<file path="config.mk">
export PLATFORM = sky130hd
export DESIGN_NAME = seg7_scan_driver
export DESIGN_NICKNAME = d
export VERILOG_FILES = /design/src/rtl/seg7_scan_driver.sv
export SDC_FILE = /design/constraint.sdc
export NUM_CORES = 1
export LEC_CHECK = 0
export ABC_AREA = 1
export BUFFER_PORTS_ARGS = -buffer_cell sky130_fd_sc_hd__buf_2
export CORE_MARGIN = 1.5
export CORE_UTILIZATION = 35
export DETAILED_ROUTE_END_ITERATION = 10
export PLACE_DENSITY = 0.62
export SLEW_MARGIN = 5
export SYNTH_ARGS = -nofsm -noshare
export SYNTH_HDL_FRONTEND = slang
export SYNTH_SLANG_ARGS = --single-unit
</file>
<file path="constraint.sdc">
create_clock -name clk -period 2.3 [get_ports clk]
set_clock_uncertainty 0.15 [all_clocks]
set_input_delay 0.23 -clock clk [delete_from_list [all_inputs] [get_ports clk]]
set_output_delay 0.23 -clock clk [all_outputs]
set_load 0.01 [all_outputs]
</file>
<file path="src/rtl/seg7_scan_driver.sv">
// Time-multiplexed driver for a common-anode 7-segment bank with frame-coherent snapshot and anti-ghost gap.
// Define SEG7_LZ_BLANK_EN to enable leading-zero suppression.
module seg7_scan_driver #(
   parameter int DIGITS      = 8,
   parameter int REFRESH_DIV = 100000,
   parameter int BLANK_CYC   = 500
) (
   input  logic                                          clk,
   input  logic                                          reset_n,
   input  logic                                          en,
   input  logic [4*DIGITS-1:0]                           value,
   input  logic [DIGITS-1:0]                             dp_in,
   input  logic [DIGITS-1:0]                             blank,
   output logic [DIGITS-1:0]                             anode,
   output logic [7:0]                                    cathode,
   output logic [((DIGITS > 1) ? $clog2(DIGITS) : 1)-1:0] digit_idx,
   output logic                                          frame_done
);

   localparam int IDX_W = (DIGITS > 1) ? $clog2(DIGITS) : 1;
   localparam int SC_W  = (REFRESH_DIV > 1) ? $clog2(REFRESH_DIV) : 1;

   function automatic logic [6:0] hex_seg(input logic [3:0] nib);
      case (nib)
         4'h0: hex_seg = 7'h01;  4'h1: hex_seg = 7'h4F;
         4'h2: hex_seg = 7'h12;  4'h3: hex_seg = 7'h06;
         4'h4: hex_seg = 7'h4C;  4'h5: hex_seg = 7'h24;
         4'h6: hex_seg = 7'h20;  4'h7: hex_seg = 7'h0F;
         4'h8: hex_seg = 7'h00;  4'h9: hex_seg = 7'h04;
         4'hA: hex_seg = 7'h08;  4'hB: hex_seg = 7'h60;
         4'hC: hex_seg = 7'h31;  4'hD: hex_seg = 7'h42;
         4'hE: hex_seg = 7'h30;  default: hex_seg = 7'h38;
      endcase
   endfunction

   logic [SC_W-1:0]     sc_q, sc_d;
   logic [IDX_W-1:0]    idx_q, idx_d;
   logic [4*DIGITS-1:0] sh_value_q, sh_value_d;
   logic [DIGITS-1:0]   sh_dp_q, sh_dp_d;
   logic [DIGITS-1:0]   sh_blank_q, sh_blank_d;
   logic [DIGITS-1:0]   anode_q, anode_d;
   logic [7:0]          cathode_q, cathode_d;
   logic                frame_done_q, frame_done_d;
   logic                slot_wrap, frame_end, in_gap, lit;
   logic [3:0]          nib;
   logic [6:0]          seg;
   logic [DIGITS-1:0]   lz_sup;

`ifdef SEG7_LZ_BLANK_EN
   logic [DIGITS:0] zero_up;

   // A digit is suppressed when it and every digit to its left are zero; digit 0 always shows.
   always_comb begin
      zero_up = '0;
      zero_up[DIGITS] = 1'b1;
      for (int i = DIGITS - 1; i >= 0; i--) begin
         zero_up[i] = zero_up[i+1] && (sh_value_q[4*i +: 4] == 4'h0);
      end
      lz_sup    = zero_up[DIGITS-1:0];
      lz_sup[0] = 1'b0;
   end
`else
   assign lz_sup = '0;
`endif

   always_comb begin
      slot_wrap  = en && (sc_q == SC_W'(REFRESH_DIV - 1));
      frame_end  = (idx_q == IDX_W'(DIGITS - 1));
      sc_d       = sc_q;
      idx_d      = idx_q;
      sh_value_d = sh_value_q;
      sh_dp_d    = sh_dp_q;
      sh_blank_d = sh_blank_q;
      if (en) begin
         if (slot_wrap) begin
            sc_d  = '0;
            idx_d = frame_end ? '0 : idx_q + IDX_W'(1);
         end else begin
            sc_d = sc_q + SC_W'(1);
         end
      end
      // Inputs are only sampled at the frame boundary so a frame never mixes two values.
      if (slot_wrap && frame_end) begin
         sh_value_d = value;
         sh_dp_d    = dp_in;
         sh_blank_d = blank;
      end
      frame_done_d = slot_wrap && frame_end;

      nib    = sh_value_q[{idx_q, 2'b00} +: 4];
      in_gap = int'(sc_q) < BLANK_CYC;
      seg    = hex_seg(nib);
      lit    = 1'b1;
      if (lz_sup[idx_q]) begin
         seg = 7'h7F;
         lit = sh_dp_q[idx_q];
      end
      anode_d   = '1;
      cathode_d = 8'hFF;
      if (en && !in_gap && !sh_blank_q[idx_q] && lit) begin
         anode_d[idx_q] = 1'b0;
         cathode_d      = {~sh_dp_q[idx_q], seg};
      end
   end

   always_ff @(posedge clk or negedge reset_n) begin
      if (!reset_n) begin
         sc_q         <= '0;
         idx_q        <= '0;
         sh_value_q   <= '0;
         sh_dp_q      <= '0;
         sh_blank_q   <= '0;
         anode_q      <= '1;
         cathode_q    <= 8'hFF;
         frame_done_q <= 1'b0;
      end else begin
         sc_q         <= sc_d;
         idx_q        <= idx_d;
         sh_value_q   <= sh_value_d;
         sh_dp_q      <= sh_dp_d;
         sh_blank_q   <= sh_blank_d;
         anode_q      <= anode_d;
         cathode_q    <= cathode_d;
         frame_done_q <= frame_done_d;
      end
   end

   assign anode      = anode_q;
   assign cathode    = cathode_q;
   assign digit_idx  = idx_q;
   assign frame_done = frame_done_q;

endmodule

</file>
==> run_results.csv, run 1 <==
group,metric,value,unit
status,outcome,"completed",
logic_synthesis,synth.ff_latch_count,85,
logic_synthesis,syn_area,4242,um^2
worst_setup_path,required,2.44,ns
detailed_routing,vias,3877,
detailed_routing,drc_errors,0,
detailed_routing,routed_wl,10470,um
timing,period_share,90.57,%
placement,place_hpwl,7365,um
die,std_cell_rows,40,
placement,dp_slack,0.05213,ns
grt,grt_start_max_net_pins,59,
timing,slew_viol_final,0,
logic_synthesis,ys_warn_count,0,
final_layout,n_antenna_cell,0,
timing,finalWorstPathRequiredPeriod,2.083,ns
placement,io_buffers,70,
grt,grt_pass1_wl,18260,um
timing,worstMarginPinSlew,0.6205,ns
worst_setup_path,r2r-start,"digit_idx[0]",
logic_synthesis,syn_area_per_cell,7.574,um^2
worst_setup_path,path_class,"register to register",
logic_synthesis,ys_async_sr_fraction,100.0,%
hold_path,holdCritPathClass,"primary input to register",
worst_setup_path,timing.reg2reg.setup_slack,0.22,ns
pwr,power_leakage,2.945,nW
die,dieArea,12790,um^2
grt,met3_usage,3.374,%
final_layout,final_net_count,745,
timing,finalSetupViolCount,0,
detailed_routing,drtPass1Iterations,4,
logic_synthesis,synth.top_cell.area_share,40.71,%
final_layout,seq_area,2151,um^2
die,die_y,113.1,um
logic_synthesis,netlist_instances,560,
grt,grt_use_total,17.88,%
placement,gp_congestion,0.8981,
grt,grt_pass1_vias,3992,
timing,fin_tns_setup,0,ns
die,start_util,35.61,%
final_layout,area_growth,31.36,%
grt,grt-busiest-layer,"met2",
cts,clk_path_buf_depth,2,
logic_synthesis,ys_seq_area_share,50.62,%
cts,clkLatencyLatePin,0.35,ns
cts,cts.sink_count,85,
cts,cts_max_level,3,
detailed_routing,wl_per_cell,12.50,um
detailed_routing,drt_iter0_drc,226,
worst_setup_path,reg2reg_depth,8,
run,max_cap_viol_count,0,
logic_synthesis,synth_area_leader_cell,"dfrtp_1",
detailed_routing,routed_via_density,4.626,
cts,cts_buffers,9,
die,die_w,113.1,um
cts,cts_tree,"built",
worst_setup_path,r2r-end,"sh_value_q[31]",
hold_path,hold_start,"en",
logic_synthesis,synth_edf_count,0,
final_layout,multiInputGateArea,1789,um^2
timing,hold_viol,0,
worst_setup_path,path_max_fanout,39,
cts,clkTransAtPathRegs,0.06,ns
grt,use_met1,22.31,%
worst_setup_path,endpoint_kind,"register",
worst_setup_path,arrival,2.22,ns
logic_synthesis,synth.area.top_cells,"dfrtp_1 (41%), nand2_1 (23%), dfstp_2 (9.9%)",
logic_synthesis,ys.flop_type,"dfrtp_1",
worst_setup_path,critPathLaunchType,"register",
pwr,power,3.427,mW
hold_path,worstHoldPathCells,2,
grt,overflow,0,
detailed_routing,ant_nets,0,
hold_path,hold_end,"sc_q[0]",
pwr,p_per_area,615.1,nW/um^2
die,ioPinCount,71,
timing,setup_ws,0.2170,ns
pwr,vdd_drop_max,446.0,uV
grt,antenna_found_initial,0,
final_layout,drive_gt1_share,18.67,%
logic_synthesis,synth_fp_nets,619,
grt,use_met2,29.58,%
timing,fmax,0.4801,GHz
cts,root_buffer,"clkbuf_16",
logic_synthesis,synth.distinct_cells,32,
timing,slew_headroom,58.57,%
die,fp.coreArea,11910,um^2
final_layout,n_fill_cell,1181,
==> placed cells by master, fill, tap and decap left out, types with 2 or more instances in the layout <==
| master | instances |
|---|---|
| a21oi_1 | 7 |
| buf_12 | 2 |
| buf_2 | 69 |
| buf_4 | 11 |
| clkbuf_1 | 3 |
| clkbuf_16 | 9 |
| clkbuf_2 | 2 |
| clkbuf_8 | 2 |
| clkinv_2 | 2 |
| dfrtp_1 | 66 |
| dfrtp_2 | 3 |
| dfstp_2 | 16 |
| dlygate4sd3_1 | 49 |
| ha_1 | 8 |
| inv_1 | 48 |
| inv_2 | 2 |
| nand2_1 | 263 |
| nand2_2 | 2 |
| nand3_1 | 33 |
| nand4_1 | 4 |
| nor2_1 | 39 |
| nor2_2 | 3 |
| nor3_1 | 8 |
| nor3b_1 | 2 |
| nor4_1 | 3 |
| o21ai_0 | 18 |
| o32ai_1 | 2 |
| xor2_1 | 4 |
==> metal layers <==
| metal | share of wire, % | vias up |
|---|---|---|
| met3 | 4.5 | 16 |
| met2 | 48 | 92 |
| met4 | 2.0 | 0 |
| met5 | 0 | - |
| li1 | - | 1979 |
| met1 | 46 | 1790 |
==> where the power goes <==
group / total, mW / switching, mW / internal, mW / leakage (nW)
Combinational: 0.405 / 0.221 / 0.184 / 1.80
Sequential: 1.68 / 0.101 / 1.57 / 1.01
Clock: 1.35 / 0.559 / 0.788 / 0.137
Total: 3.43 / 0.881 / 2.55 / 2.95
==> layout make-up <==
cell class              count  share of cell area [%]
flip-flops and latches     85                   38.60
inverters                  51                   3.481
multi-input cells         405                   32.11
well taps                 147                   3.301
clock inverters             2                  0.1797
clock buffers              14                   4.738
repair buffers            134                   17.58
==> critical path, cell delays in order (launching register included) <==
cell     delay (ns)
dfrtp_2        0.45
buf_6          0.17
ha_1           0.20
ha_1           0.18
inv_1          0.11
nor2_4         0.06
inv_2          0.46
nand2_1        0.14
nand2_1        0.09
==> how the worst max path moves through the flow <==
stage                      to  slack, ns          from  depth (start not counted)
2_1_floorplan      cathode[3]       0.27  digit_idx[0]                         16
3_3_place_gp       cathode[3]       0.04  digit_idx[2]                         13
3_5_place_dp       cathode[3]       0.05  digit_idx[2]                         13
4_1_cts            cathode[3]       0.02  digit_idx[2]                         13
5_1_grt            cathode[3]      -0.06  digit_idx[2]                         13
6_report       sh_value_q[31]       0.22  digit_idx[0]                          8
==> registers in the layout, summed over array words and instances (netlist names) <==
| signal | flops |
|---|---|
| anode | 8 |
| cathode | 8 |
| digit_idx | 3 |
| frame_done | 1 |
| sc_q | 17 |
| sh_blank_q | 8 |
| sh_dp_q | 8 |
| sh_value_q | 32 |
==> cells in the mapped netlist, types with 2 or more instances <==
cell      number
nor3_1         8
o21ai_0       18
xor2_1         4
nand4_1        4
a21oi_1        7
dfrtp_1       69
nor3b_1        2
nor2_1        40
nand3_1       33
buf_4          3
buf_2         10
inv_2          3
dfstp_2       16
ha_1           8
o32ai_1        2
nand2_1      264
inv_1         48
buf_6          3
nor2_2         2
clkbuf_1       2
nor4_1         3
==> stage by stage <==
| stage | hold WS, ns | util [%] | cell area (um^2) | cells |
|---|---|---|---|---|
| detailed placement | 0.03947 | 40.02 | 4767 | 769 |
| finish | 0.08932 | 46.78 | 5572 | 838 |
| floorplan | -0.2156 | - | 4242 | 560 |
| CTS | 0.08158 | 46.44 | 5532 | 834 |
| global placement | 0.03479 | 40.02 | 4767 | 769 |
| global route | 0.1157 | 46.78 | 5572 | 838 |
==> cell families (layout without fill, tap and decap cells) <==
family / count (synthesis) / in the layout / synth area share (%)
multiplexers: 1 / 1 / 0.2360
flip-flops: 85 / 85 / 50.62
AND/OR/NAND/NOR: 361 / 361 / 34.60
buffers and inverters: 70 / 201 / 7.315
AO/OA/AOI/OAI: 30 / 30 / 3.835
adder cells (fa/ha/maj): 8 / 8 / 2.360
XOR/XNOR: 5 / 5 / 1.032
==> timing repair <==
action                                  CTS  global route
buffers inserted                          0             4
endpoints found under the setup margin    0            13
resized for setup                         0             7
endpoints found under the hold margin    76             0
hold buffers                             49             0
Note: power is estimated with default switching activity, not from simulation.
==> run 2, diff against run 1 <==
- MAX_ROUTING_LAYER: not set -> met4
- PLACE_DENSITY: 0.62 -> 0.6
==> run_results.csv, run 2 (synthesis gave the netlist of run 1 again) <==
group,metric,value,unit
pwr,vdd_drop_max,496.4,uV
placement,io_buffers,70,
timing,worstMarginPinSlew,0.6187,ns
timing,slew_headroom,58.70,%
worst_setup_path,endpoint_kind,"register",
cts,clkLatencyLatePin,0.34,ns
timing,fmax,0.4796,GHz
timing,hold_viol,0,
final_layout,design_area,5625,um^2
worst_setup_path,r2r-start,"digit_idx[1]",
timing,finalSetupViolCount,0,
detailed_routing,routed_via_density,4.633,
worst_setup_path,path_max_fanout,39,
final_layout,final_net_count,743,
worst_setup_path,required,2.43,ns
worst_setup_path,crit_path_start,"digit_idx[1]",
final_layout,largest_reg_flops,32,
die,start_util,35.61,%
detailed_routing,drt_iter0_drc,231,
final_layout,final_common_cell,"nand2_1",
placement,gp_congestion,0.9003,
grt,overflow,0,
hold_path,hold_start,"en",
final_layout,reg.largest.list,"sh_value_q: 32 flops, sc_q: 17 flops",
worst_setup_path,timing.reg2reg.setup_slack,0.21,ns
cts,root_buffer,"clkbuf_16",
detailed_routing,vias,3873,
detailed_routing,wl_met3,383,um
status,outcome,"completed",
timing,slew_viol_final,0,
worst_setup_path,cp-endpoint,"sh_value_q[21]",
timing,period_share,90.66,%
cts,clkTransAtPathRegs,0.06,ns
detailed_routing,wl_per_cell,12.84,um
die,ioPinCount,71,
die,fp.coreArea,11910,um^2
grt,antenna_found_initial,0,
die,die_w,113.1,um
detailed_routing,drc_errors,0,
worst_setup_path,reg2reg_depth,8,
cts,cts_buffers,9,
grt,grt_pass1_wl,18340,um
detailed_routing,ant_nets,0,
worst_setup_path,critPathLaunchType,"register",
worst_setup_path,slowest_delay,0.47,ns
grt,grt_use_total,18.74,%
timing,fin_tns_setup,0,ns
final_layout,n_antenna_cell,0,
final_layout,drive_gt1_share,18.58,%
worst_setup_path,crit_slowest_cell,"dfrtp_2",
detailed_routing,drtPass1Iterations,4,
worst_setup_path,cp_cell_sequence,"clkbuf_2 -> ha_1 -> ha_1 -> inv_1 -> nor2_4 -> inv_2 -> nand2_1 -> nand2_1",
grt,grt_start_max_net_pins,59,
detailed_routing,met2_length,5235,um
final_layout,largest-register,"sh_value_q",
cts,cts_tree,"built",
cts,cts_max_level,3,
detailed_routing,top_layer,"met4",
cts,cts.sink_count,85,
pwr,p_per_area,654.0,nW/um^2
final_layout,area_growth,32.63,%
detailed_routing,wl_met1,4970,um
hold_path,holdCritPathClass,"primary input to register",
cts,clk_path_buf_depth,2,
run,max_cap_viol_count,0,
die,std_cell_rows,40,
worst_setup_path,path_class,"register to register",
final_layout,mostFrequentLayoutCells,"nand2_1 (263), buf_2 (69), dfrtp_1 (67), dlygate4sd3_1 (49), inv_1 (48)",
timing,finalWorstPathRequiredPeriod,2.085,ns
pwr,power_leakage,2.965,nW
placement,dpl-instance-area,4772,um^2
die,die_y,113.1,um
placement,place_hpwl,7429,um
detailed_routing,routed_wl,10740,um
timing,rsz0062_at_grt,"false",
worst_setup_path,arrival,2.22,ns
grt,grt_pass1_vias,3871,
die,dieArea,12790,um^2
worst_setup_path,r2r-end,"sh_value_q[21]",
run 2: cell types whose count changed in the layout (fill, tap and decap cells not counted), sizes merged:
cell / before / now
buf: 83 / 82
clkbuf: 16 / 10
inv: 51 / 54
clkinvlp: 0 / 1
clkinv: 2 / 1
bufinv: 0 / 2
run 2: worst max-delay path: cells and delay by family (launching register included):
kind | cells | cell delay (ns)
adders and majority gates | 2 | 0.37
buffers and inverters | 3 | 0.74
DFF | 1 | 0.47
and+or+nand+nor | 3 | 0.27
run 2: cell type report:
cell class | instances | area (um^2)
Timing Repair Buffer | 132 | 975.9
Clock inverter | 7 | 105.1
Tap cell | 147 | 183.9
Sequential cell | 85 | 2150
Multi-Input combinational cell | 405 | 1792
Clock buffer | 9 | 225.2
Inverter | 51 | 193.9
Fill cell | 1185 | 6286
run 2: through the flow:
step           instances  util (%)  setup slack (ns)  hold slack [ns]  total power, mW
4_1_cts              833     46.95           0.02746          0.08553            3.715
5_1_grt              836     47.23           0.01897           0.1024            3.873
6_report             836     47.23            0.2148           0.1026            3.679
3_3_place_gp         768     40.06           0.07689          0.04116            2.039
2_1_floorplan        560         -            0.2672          -0.2156            1.892
3_5_place_dp         768     40.06           0.06141          0.04585            2.042
run 2: worst min path at each step:
stage / end / slack, ns / depth (start not counted)
finish: sc_q[8] / 0.10 / 3
global route: sc_q[8] / 0.10 / 3
floorplan: digit_idx[0] / -0.22 / 0
global placement: sc_q[7] / 0.04 / 1
detailed placement: sc_q[5] / 0.05 / 1
CTS: sc_q[8] / 0.09 / 3
run 2: layer usage:
layer,global-route usage [%],up-vias
li1,-,1984
met1,23.73,1791
met2,29.82,86
met3,4.767,12
met4,5.500,0
met5,-,-
run 2: what timing repair did:
item                                    in CTS  in global routing
buffers inserted                             0                  3
hold endpoints to repair                    75                  0
resized for setup                            0                  6
endpoints found under the setup margin       0                  7
hold buffers                                49                  0
run 2: power breakdown:
group          switching (mW)  internal [mW]  leakage (nW)
sequential              0.101           1.57          1.01
combinational           0.223          0.186          1.79
clock                   0.628          0.968         0.159
total                   0.952           2.73          2.97
